--- config.mk ---
export PLATFORM = sky130hd
export DESIGN_NAME = alu_arbiter
export DESIGN_NICKNAME = d
export VERILOG_FILES = /design/src/rtl/alu_arbiter.sv
export SDC_FILE = /design/constraint.sdc
export NUM_CORES = 1
export LEC_CHECK = 0
export CORE_MARGIN = 4
export CORE_UTILIZATION = 40
export CTS_BUF_LIST = sky130_fd_sc_hd__clkbuf_8
export DETAILED_ROUTE_END_ITERATION = 7
export PLACE_DENSITY = 0.77
export SLEW_MARGIN = 15
export SYNTH_ARGS = -nofsm -noshare
export SYNTH_HDL_FRONTEND = slang
export SYNTH_SLANG_ARGS = --single-unit
--- constraint.sdc ---
create_clock -name clk -period 1.9 [get_ports clk]
set_clock_uncertainty 0.15 [all_clocks]
set_input_delay 0.475 -clock clk [delete_from_list [all_inputs] [get_ports clk]]
set_output_delay 0.475 -clock clk [all_outputs]
set_load 0.005 [all_outputs]
--- src/rtl/alu_arbiter.sv ---
// alu_arbiter: shares one registered ALU between two requesters with round-robin arbitration.
// Commands arrive over valid/ready; results return on one response channel tagged with the id.
module alu_arbiter #(
    parameter int DATA_WIDTH = 5,
    parameter int CNT_WIDTH  = 16
) (
    input  logic                    clk,
    input  logic                    rst,
    input  logic [1:0]              req_valid,
    output logic [1:0]              req_ready,
    input  logic [3:0]              req_mode,
    input  logic [5:0]              req_op,
    input  logic [2*DATA_WIDTH-1:0] req_a,
    input  logic [2*DATA_WIDTH-1:0] req_b,
    output logic                    rsp_valid,
    input  logic                    rsp_ready,
    output logic                    rsp_id,
    output logic [DATA_WIDTH:0]     rsp_data,
    output logic                    rsp_err,
    output logic [DATA_WIDTH-1:0]   alu_a,
    output logic [DATA_WIDTH-1:0]   alu_b,
    output logic [2:0]              alu_a_op,
    output logic [1:0]              alu_b_op,
    output logic                    alu_a_en,
    output logic                    alu_b_en,
    output logic                    alu_en,
    input  logic [DATA_WIDTH:0]     alu_c,
    output logic [CNT_WIDTH-1:0]    ops_done
);

    typedef enum logic [1:0] {IDLE, ISSUE, WAIT, RESP} state_t;
    typedef enum logic [1:0] {MODE_A, MODE_B1, MODE_B2, MODE_RSVD} mode_t;

    state_t state, state_nx;
    mode_t  lat_mode, lat_mode_d, sel_mode;
    logic   prio, prio_nx;
    logic   lat_id, lat_id_d;
    logic   req_hs, rsp_hs, gnt, pick;

    logic [2:0]            sel_op;
    logic [DATA_WIDTH-1:0] sel_a, sel_b;

    logic [1:0]            req_ready_d;
    logic                  rsp_valid_d, rsp_id_d, rsp_err_d;
    logic [DATA_WIDTH:0]   rsp_data_d;
    logic [DATA_WIDTH-1:0] alu_a_d, alu_b_d;
    logic [2:0]            alu_a_op_d;
    logic [1:0]            alu_b_op_d;
    logic                  alu_a_en_d, alu_b_en_d, alu_en_d;
    logic [CNT_WIDTH-1:0]  ops_done_d;

    // req_ready is one-hot, so its upper bit names the granted requester.
    assign gnt    = req_ready[1];
    assign req_hs = (state == IDLE) && |(req_valid & req_ready);
    assign rsp_hs = rsp_valid & rsp_ready;

    assign sel_mode = mode_t'(gnt ? req_mode[3:2] : req_mode[1:0]);
    assign sel_op   = gnt ? req_op[5:3] : req_op[2:0];
    assign sel_a    = gnt ? req_a[2*DATA_WIDTH-1:DATA_WIDTH] : req_a[DATA_WIDTH-1:0];
    assign sel_b    = gnt ? req_b[2*DATA_WIDTH-1:DATA_WIDTH] : req_b[DATA_WIDTH-1:0];

    always_ff @(posedge clk or posedge rst) begin
        if (rst) begin
            state     <= IDLE;
            prio      <= 1'b0;
            lat_id    <= 1'b0;
            lat_mode  <= MODE_A;
            req_ready <= '0;
            rsp_valid <= 1'b0;
            rsp_id    <= 1'b0;
            rsp_data  <= '0;
            rsp_err   <= 1'b0;
            alu_a     <= '0;
            alu_b     <= '0;
            alu_a_op  <= '0;
            alu_b_op  <= '0;
            alu_a_en  <= 1'b0;
            alu_b_en  <= 1'b0;
            alu_en    <= 1'b0;
            ops_done  <= '0;
        end else begin
            state     <= state_nx;
            prio      <= prio_nx;
            lat_id    <= lat_id_d;
            lat_mode  <= lat_mode_d;
            req_ready <= req_ready_d;
            rsp_valid <= rsp_valid_d;
            rsp_id    <= rsp_id_d;
            rsp_data  <= rsp_data_d;
            rsp_err   <= rsp_err_d;
            alu_a     <= alu_a_d;
            alu_b     <= alu_b_d;
            alu_a_op  <= alu_a_op_d;
            alu_b_op  <= alu_b_op_d;
            alu_a_en  <= alu_a_en_d;
            alu_b_en  <= alu_b_en_d;
            alu_en    <= alu_en_d;
            ops_done  <= ops_done_d;
        end
    end

    always_comb begin
        state_nx = state;
        case (state)
            IDLE:    if (req_hs) state_nx = ISSUE;
            ISSUE:   state_nx = WAIT;
            WAIT:    state_nx = RESP;
            RESP:    if (rsp_hs) state_nx = IDLE;
            default: state_nx = IDLE;
        endcase
    end

    // Outputs are registered, so the grant offered in the next IDLE cycle is
    // decided now from the next state and the already-updated priority.
    always_comb begin
        prio_nx     = req_hs ? ~gnt : prio;
        pick        = req_valid[prio_nx] ? prio_nx : ~prio_nx;
        req_ready_d = '0;
        if (state_nx == IDLE && |req_valid)
            req_ready_d = pick ? 2'b10 : 2'b01;

        lat_id_d   = lat_id;
        lat_mode_d = lat_mode;
        alu_a_d    = alu_a;
        alu_b_d    = alu_b;
        alu_a_op_d = '0;
        alu_b_op_d = '0;
        alu_a_en_d = 1'b0;
        alu_b_en_d = 1'b0;
        alu_en_d   = 1'b0;
        if (req_hs) begin
            lat_id_d   = gnt;
            lat_mode_d = sel_mode;
            if (sel_mode != MODE_RSVD) begin
                alu_en_d = 1'b1;
                alu_a_d  = sel_a;
                alu_b_d  = sel_b;
                case (sel_mode)
                    MODE_A: begin
                        alu_a_en_d = 1'b1;
                        alu_a_op_d = sel_op;
                    end
                    MODE_B1: begin
                        alu_b_en_d = 1'b1;
                        alu_b_op_d = sel_op[1:0];
                    end
                    default: begin
                        alu_a_en_d = 1'b1;
                        alu_b_en_d = 1'b1;
                        alu_b_op_d = sel_op[1:0];
                    end
                endcase
            end
        end

        rsp_valid_d = rsp_valid;
        rsp_id_d    = rsp_id;
        rsp_data_d  = rsp_data;
        rsp_err_d   = rsp_err;
        if (state == WAIT) begin
            rsp_valid_d = 1'b1;
            rsp_id_d    = lat_id;
            if (lat_mode == MODE_RSVD) begin
                rsp_data_d = '0;
                rsp_err_d  = 1'b1;
            end else begin
                rsp_data_d = alu_c;
                rsp_err_d  = 1'b0;
            end
        end
        if (rsp_hs)
            rsp_valid_d = 1'b0;

        ops_done_d = ops_done + CNT_WIDTH'(rsp_hs);
    end

endmodule

==> results of run 1 <==
==> cell families after synthesis <==
| group | after synthesis | synth area share, % |
|---|---|---|
| adder cells (fa/ha/maj) | 4 | 2.28 |
| XOR/XNOR | 14 | 5.59 |
| buffers and inverters | 16 | 3.14 |
| AO/OA/AOI/OAI | 31 | 9.01 |
| flip-flops | 51 | 58.2 |
| AND/OR/NAND/NOR | 46 | 11.9 |
| multiplexers | 21 | 9.92 |
==> repair_timing <==
action	in CTS	in global routing
gates cloned	1	1
endpoints found under the setup margin	24	30
pin swaps	3	3
gates resized for setup	19	11
buffers inserted	9	8
==> through the flow <==
| stage | worst slack [ps] | hold WS, ps | instances | total power, mW |
|---|---|---|---|---|
| 3_3_place_gp | -400 | 312 | 350 | 3.13 |
| 2_1_floorplan | 45.5 | 315 | 183 | 2.29 |
| 5_1_grt | -55.6 | 332 | 377 | 4.31 |
| 4_1_cts | -12.7 | 309 | 368 | 3.99 |
| 6_report | 6.77 | 304 | 377 | 4.06 |
| 3_5_place_dp | -418 | 320 | 350 | 3.18 |
==> cells in the final DEF, fill, tap and decap left out, types with 2 or more instances in the layout <==
master / count
clkdlybuf4s50_1: 77
dfrtp_1: 49
buf_4: 31
mux2i_1: 15
a21oi_1: 12
nand2_1: 11
a31oi_1: 10
xor2_1: 9
inv_1: 7
clkbuf_8: 7
nor2_1: 6
a22o_1: 6
xnor2_1: 5
dlymetal6s2s_1: 5
mux2_2: 4
nand4_1: 4
nor3_1: 4
nand3_1: 4
and3_1: 3
ha_4: 3
buf_6: 3
buf_12: 3
mux2_4: 2
nor4_2: 2
nor4_1: 2
dlygate4sd2_1: 2
dfrtp_2: 2
==> cells in the mapped netlist, drive strengths merged <==
| master | count | area (sq um) |
|---|---|---|
| dfrtp | 51 | 1280 |
| mux2i | 15 | 150 |
| a21oi | 12 | 60.1 |
| nand2 | 12 | 47.6 |
| a31oi | 10 | 62.6 |
| xor2 | 9 | 78.8 |
| inv | 8 | 30.0 |
| a22o | 7 | 62.6 |
| mux2 | 6 | 67.6 |
| nor2 | 6 | 22.5 |
| buf | 5 | 27.5 |
| nand3 | 5 | 30.0 |
| nand4 | 5 | 46.3 |
| nor3 | 5 | 25.0 |
| nor4 | 5 | 31.3 |
| xnor2 | 5 | 43.8 |
| ha | 4 | 50.1 |
| and3 | 3 | 18.8 |
| clkbuf | 3 | 11.3 |
| and4 | 2 | 18.8 |
| a21boi | 1 | 7.51 |
| and2 | 1 | 6.26 |
| nand2b | 1 | 6.26 |
| nand4b | 1 | 8.76 |
| o21ai | 1 | 5.00 |
==> sequential cells by signal, summed over array words and instances, names as in the netlist, 2 cells and up <==
name,flops
alu_a,5
alu_a_op,3
alu_b,5
alu_b_op,2
lat_mode,2
ops_done,16
req_ready,2
rsp_data,6
state,2
==> report_power, final <==
group / switching, mW / internal [mW] / leakage [nW] / total [mW]
logic: 0.683 / 1.05 / 1.03 / 1.73
clock network: 0.362 / 0.332 / 0.0505 / 0.694
registers: 0.224 / 1.41 / 0.653 / 1.63
total: 1.27 / 2.79 / 1.73 / 4.06
==> area by class of cell <==
| class | count | area [sq um] |
|---|---|---|
| repair buffers | 124 | 1230 |
| fillers | 381 | 1530 |
| clock buffers | 7 | 96.3 |
| multi-input cells | 116 | 936 |
| clock inverters | 1 | 7.51 |
| flip-flops and latches | 51 | 1280 |
| well taps | 70 | 87.6 |
| inverters | 8 | 30.0 |
==> metal layers <==
metal,global-route usage [%],vias to the layer above
met1,22.8,909
met4,8.80,0
met5,0,-
li1,-,900
met3,2.96,12
met2,28.5,44
==> worst register-to-register path, stage by stage, from the launching register on <==
cell and delay, ps:
dfrtp_1 400, buf_6 130, mux2_4 320, ha_4 170, nor3_4 200, buf_6 170
clkbuf_16 140, a31oi_1 80
==> worst min-delay path by stage <==
| stage | startpoint | end | slack, ps | cells past startpoint |
|---|---|---|---|---|
| global route | rst | ops_done[12] | 330 | 2 |
| finish | rst | ops_done[12] | 300 | 2 |
| CTS | rst | ops_done[12] | 310 | 2 |
| global placement | ops_done[15] | ops_done[15] | 310 | 1 |
| detailed placement | ops_done[15] | ops_done[15] | 320 | 1 |
| floorplan | ops_done[15] | ops_done[15] | 310 | 1 |
==> out/results.tsv, run 1 <==
stage	metric	value	unit
clocking	worst skew pair latency	300	ps
worst_setup_path	worst setup path start	req_mode[2]	
floorplanning	Core Footprint	5200	sq um
power_and_ir_drop	PwrDens	1100	nW/um^2
sta	RSZ-0062 raised after global routing	yes	
clocking	CTS clk-pin slew, worst paths	90	ps
final_layout	post-route cell area	3670	sq um
grt	largest net degree at the start of global routing	24	
outcome	status	finished clean	
worst_setup_path	Required @ worst endpoint	1940	ps
final_layout	layout cells sized above 1	22.8	%
final_layout	fin nets	351	
drt	met2 wire len	3020	microns
worst_setup_path	Crit Reg-Reg Endpoint	alu_b[3]	
worst_setup_path	CP endpoint kind	register	
drt	Antenna Nets Post-Route	0	
floorplanning	Die Y	82.1	microns
grt	first-pass GRT wire length	8850	microns
worst_setup_path	arrival time worst endpoint	1930	ps
placement	HPWL Detailed	4050	microns
final_layout	Ant. Diodes	0	
floorplanning	Die X	82.1	microns
worst_setup_path	Critical Path Slowest Stage Cell	clkdlybuf4s50_1	
min_path	Hold WC Path Type	in -> async	
clocking	CTS max path bufs	2	
clocking	cts bufs inserted	5	
final_layout	P&R area growth vs syn	67.3	%
power_and_ir_drop	Leak Pwr	1.73	nW
logic_synthesis	synthesis-stage register bit count	51	
clocking	root buffer cell	clkbuf_8	
floorplanning	Rows	26	
drt	via count	1865	
sta	Tcrit/Tclk final	99.6	%
worst_setup_path	Worst Setup Path Type	in -> reg	
job	MaxCap Viol Count	0	
floorplanning	Starting Density	42.2	%
clocking	H-tree Lvls	2	
drt	highest routed layer	met4	
final_layout	final core utilization	70.5	%
drt	met3 WL	220	microns
logic_synthesis	Synth cell types	31	
placement	Final Wtd Congestion	0.766	
sta	Hold Vio Cnt, Final	0	
worst_setup_path	startpoint class of the critical path	input pin	
clocking	CTS tree	done	
drt	DR pass1 iterations	4	
drt	Routed met1 length	2500	microns
floorplanning	I/O pins	86	
power_and_ir_drop	VDD IR max	556	uV
worst_setup_path	top cell family by delay on the critical path	buffers and inverters	
grt	antenna violations before repair	0	
drt	routed length per placed instance	15.6	microns
logic_synthesis	Yosys Warn Count	0	
floorplanning	DIE AREA	6740	sq um
worst_setup_path	WP buf/inv	3	
worst_setup_path	sequence of cells on the critical path	clkdlybuf4s50_1, mux2_4, ha_4, nor3_4, buf_6, clkbuf_16, a31oi_1	
sta	Final setup viols	0	
logic_synthesis	register area share after synthesis	58.2	%
drt	DRT Wirelength	5870	microns
worst_setup_path	setup slack, reg-to-reg	30	ps
sta	Max Freq	0.528	GHz
clocking	Hold Buf Count CTS	0	
drt	DRT iter0 DRCs	65	
logic_synthesis	Synth Area per Inst	12.0	sq um
sta	fin crit period	1890	ps
grt	vias in the first global route	1813	
clocking	clk sinks	51	
placement	placed cell areas	3290	sq um
sta	Slew Limit Fails	0	
worst_setup_path	WP depth	7	
worst_setup_path	Critical R2R Launch	req_ready[1]	
worst_setup_path	FF-to-FF path depth	7	
sta	slew margin rel.	66.3	%
worst_setup_path	CP Max Fanout	5	
grt	GR Util All Layers	17.6	%
drt	drt drc	0	
placement	IO buf count	85	
sta	setup TNS	0	ps
worst_setup_path	capture point of the worst path	alu_b[3]	
drt	vias per cell	4.95	
worst_setup_path	critical path's largest stage delay	410	ps
logic_synthesis	syn_nets	228	
grt	final global-route overflow total	0	
logic_synthesis	Post-Syn Area	2190	sq um
sta	Slew @ Worst Pin	505	ps
logic_synthesis	Mapped Cells	183	
(Power assumes the default switching activity.)
==> run 2, diff against run 1 <==
--- a/config.mk
+++ b/config.mk
@@ -8,9 +8,10 @@
 export CORE_MARGIN = 4
 export CORE_UTILIZATION = 40
 export CTS_BUF_LIST = sky130_fd_sc_hd__clkbuf_8
+export CTS_CLUSTER_DIAMETER = 100
 export DETAILED_ROUTE_END_ITERATION = 7
 export PLACE_DENSITY = 0.77
-export SLEW_MARGIN = 15
+export SKIP_LAST_GASP = 1
 export SYNTH_ARGS = -nofsm -noshare
 export SYNTH_HDL_FRONTEND = slang
 export SYNTH_SLANG_ARGS = --single-unit
==> out/results.tsv, run 2 (synthesized netlist as in run 1, its figures left out) <==
stage	metric	value	unit	change
outcome	status	finished, violations left		was finished clean
outcome	failing checks	negative setup slack		
placement	HPWL Detailed	4050	microns	unchanged
clocking	root buffer cell	clkbuf_8		unchanged
worst_setup_path	sequence of cells on the critical path	clkdlybuf4s50_1, mux2_4, ha_4, nor3_4, buf_6, clkbuf_16, a31oi_1		unchanged
clocking	Hold Buf Count CTS	0		unchanged
sta	Worst Setup Slack, final	-7.98	ps	was 6.77 ps
sta	Final setup viols	5		was 0
worst_setup_path	WP buf/inv	3		unchanged
grt	first-pass GRT wire length	8870	microns	was 8850 microns
floorplanning	I/O pins	86		unchanged
drt	met3 WL	220	microns	unchanged
placement	IO buf count	85		unchanged
final_layout	layout cells sized above 1	22.8	%	unchanged
final_layout	P&R area growth vs syn	67.4	%	was 67.3%
worst_setup_path	top cell family by delay on the critical path	buffers and inverters		unchanged
drt	Antenna Nets Post-Route	0		unchanged
worst_setup_path	Required @ worst endpoint	1940	ps	about the same
power_and_ir_drop	total power	4.06	mW	about the same
grt	final global-route overflow total	0		unchanged
min_path	Hold WC Path Type	in -> async		unchanged
sta	Slew @ Worst Pin	505	ps	unchanged
worst_setup_path	critical path's largest stage delay	410	ps	about the same
sta	final hold slack	304	ps	unchanged
grt	vias in the first global route	1812		was 1813
clocking	CTS clk-pin slew, worst paths	90	ps	about the same
drt	DR pass1 iterations	4		unchanged
drt	highest routed layer	met4		unchanged
placement	Final Wtd Congestion	0.766		unchanged
sta	slew margin rel.	66.3	%	unchanged
clocking	CTS max path bufs	2		unchanged
clocking	cts bufs inserted	5		unchanged
worst_setup_path	setup slack, reg-to-reg	30	ps	about the same
grt	largest net degree at the start of global routing	24		unchanged
job	MaxCap Viol Count	0		unchanged
sta	Tcrit/Tclk final	100	%	was 99.6%
sta	setup TNS	-31.7	ps	was 0 ps
sta	RSZ-0062 raised after global routing	yes		unchanged
floorplanning	Die X	82.1	microns	unchanged
worst_setup_path	Critical Path Slowest Stage Cell	clkdlybuf4s50_1		unchanged
clocking	CTS tree	done		unchanged
drt	met2 wire len	3020	microns	unchanged
sta	fin crit period	1910	ps	was 1890 ps
sta	Hold Vio Cnt, Final	0		unchanged
final_layout	Top reg by flops	ops_done		unchanged
drt	drt drc	0		unchanged
drt	Routed met1 length	2500	microns	about the same
worst_setup_path	startpoint class of the critical path	input pin		unchanged
grt	GR Util All Layers	17.7	%	was 17.6%
final_layout	commonest non-fill, non-tap cells in the layout	clkdlybuf4s50_1, dfrtp_1, buf_4		unchanged
worst_setup_path	CP Max Fanout	5		unchanged
power_and_ir_drop	Leak Pwr	1.73	nW	about the same
drt	routed length per placed instance	15.6	microns	unchanged
clocking	H-tree Lvls	2		unchanged
clocking	worst skew pair latency	300	ps	about the same
floorplanning	Starting Density	42.2	%	unchanged
drt	via count	1865		unchanged
clocking	clk sinks	51		unchanged
sta	Slew Limit Fails	0		unchanged
power_and_ir_drop	PwrDens	1100	nW/um^2	about the same
floorplanning	DIE AREA	6740	sq um	unchanged
drt	DRT iter0 DRCs	65		unchanged
floorplanning	Die Y	82.1	microns	unchanged
drt	vias per cell	4.95		unchanged
drt	DRT Wirelength	5870	microns	unchanged
worst_setup_path	CP endpoint kind	register		unchanged
floorplanning	Core Footprint	5200	sq um	unchanged
sta	Max Freq	0.524	GHz	was 0.528 GHz
final_layout	commonest non-fill, non-tap cell in the layout	clkdlybuf4s50_1		unchanged
final_layout	fin nets	351		unchanged
worst_setup_path	Worst Setup Path Type	in -> reg		unchanged
grt	antenna violations before repair	0		unchanged
worst_setup_path	arrival time worst endpoint	1940	ps	was 1930 ps
final_layout	top flop regs	ops_done (16), rsp_data (6)		unchanged
final_layout	Ant. Diodes	0		unchanged
floorplanning	Rows	26		unchanged
final_layout	max FFs per register	16		unchanged
power_and_ir_drop	VDD IR max	556	uV	unchanged
run 2: routing by layer:
layer  track usage [%]  up-vias
li1                  -      900
met1              22.8      909
met2              28.5       44
met3              2.96       12
met4              8.80        0
met5                 0        -
run 2: power breakdown:
| part | switching [mW] | total (mW) | internal (mW) | leakage [nW] |
|---|---|---|---|---|
| Sequential | 0.224 | 1.63 | 1.41 | 0.653 |
| Clock | 0.362 | 0.694 | 0.332 | 0.0505 |
| Combinational | 0.683 | 1.73 | 1.05 | 1.02 |
run 2: cell type report:
class | count | area [sq um]
clock buffers | 7 | 96.3
clock inverters | 1 | 7.51
fillers | 380 | 1530
inverters | 8 | 30.0
multi-input cells | 116 | 936
flip-flops and latches | 51 | 1280
well taps | 70 | 87.6
repair buffers | 124 | 1240
run 2: through the flow:
| step | instance area (sq um) | util [%] | setup WS, ps | cells |
|---|---|---|---|---|
| detailed placement | 3290 | 63.1 | -418 | 350 |
| floorplan | 2210 | - | 45.5 | 183 |
| global route | 3670 | 70.6 | -55.6 | 377 |
| CTS | 3540 | 68.1 | -25.9 | 368 |
| global placement | 3290 | 63.1 | -400 | 350 |
| finish | 3670 | 70.6 | -7.98 | 377 |
run 2: path summary, 6_finish.rpt:
check / from / to / cells past startpoint
min reg2reg: ops_done[15] / ops_done[15] / 1
max reg2reg: req_ready[1] / alu_b[3] / 7
max: req_mode[0] / alu_b[3] / 7
min in group clk: ops_done[15] / ops_done[15] / 1
max in group asynchronous: rst / alu_a[4] / 3
min: rst / ops_done[12] / 2
run 2: what timing repair did:
item	in CTS	in global routing
buffers inserted	9	8
setup endpoints to repair	24	30
resized for setup	16	12
pin swaps	3	3
cloned	1	1
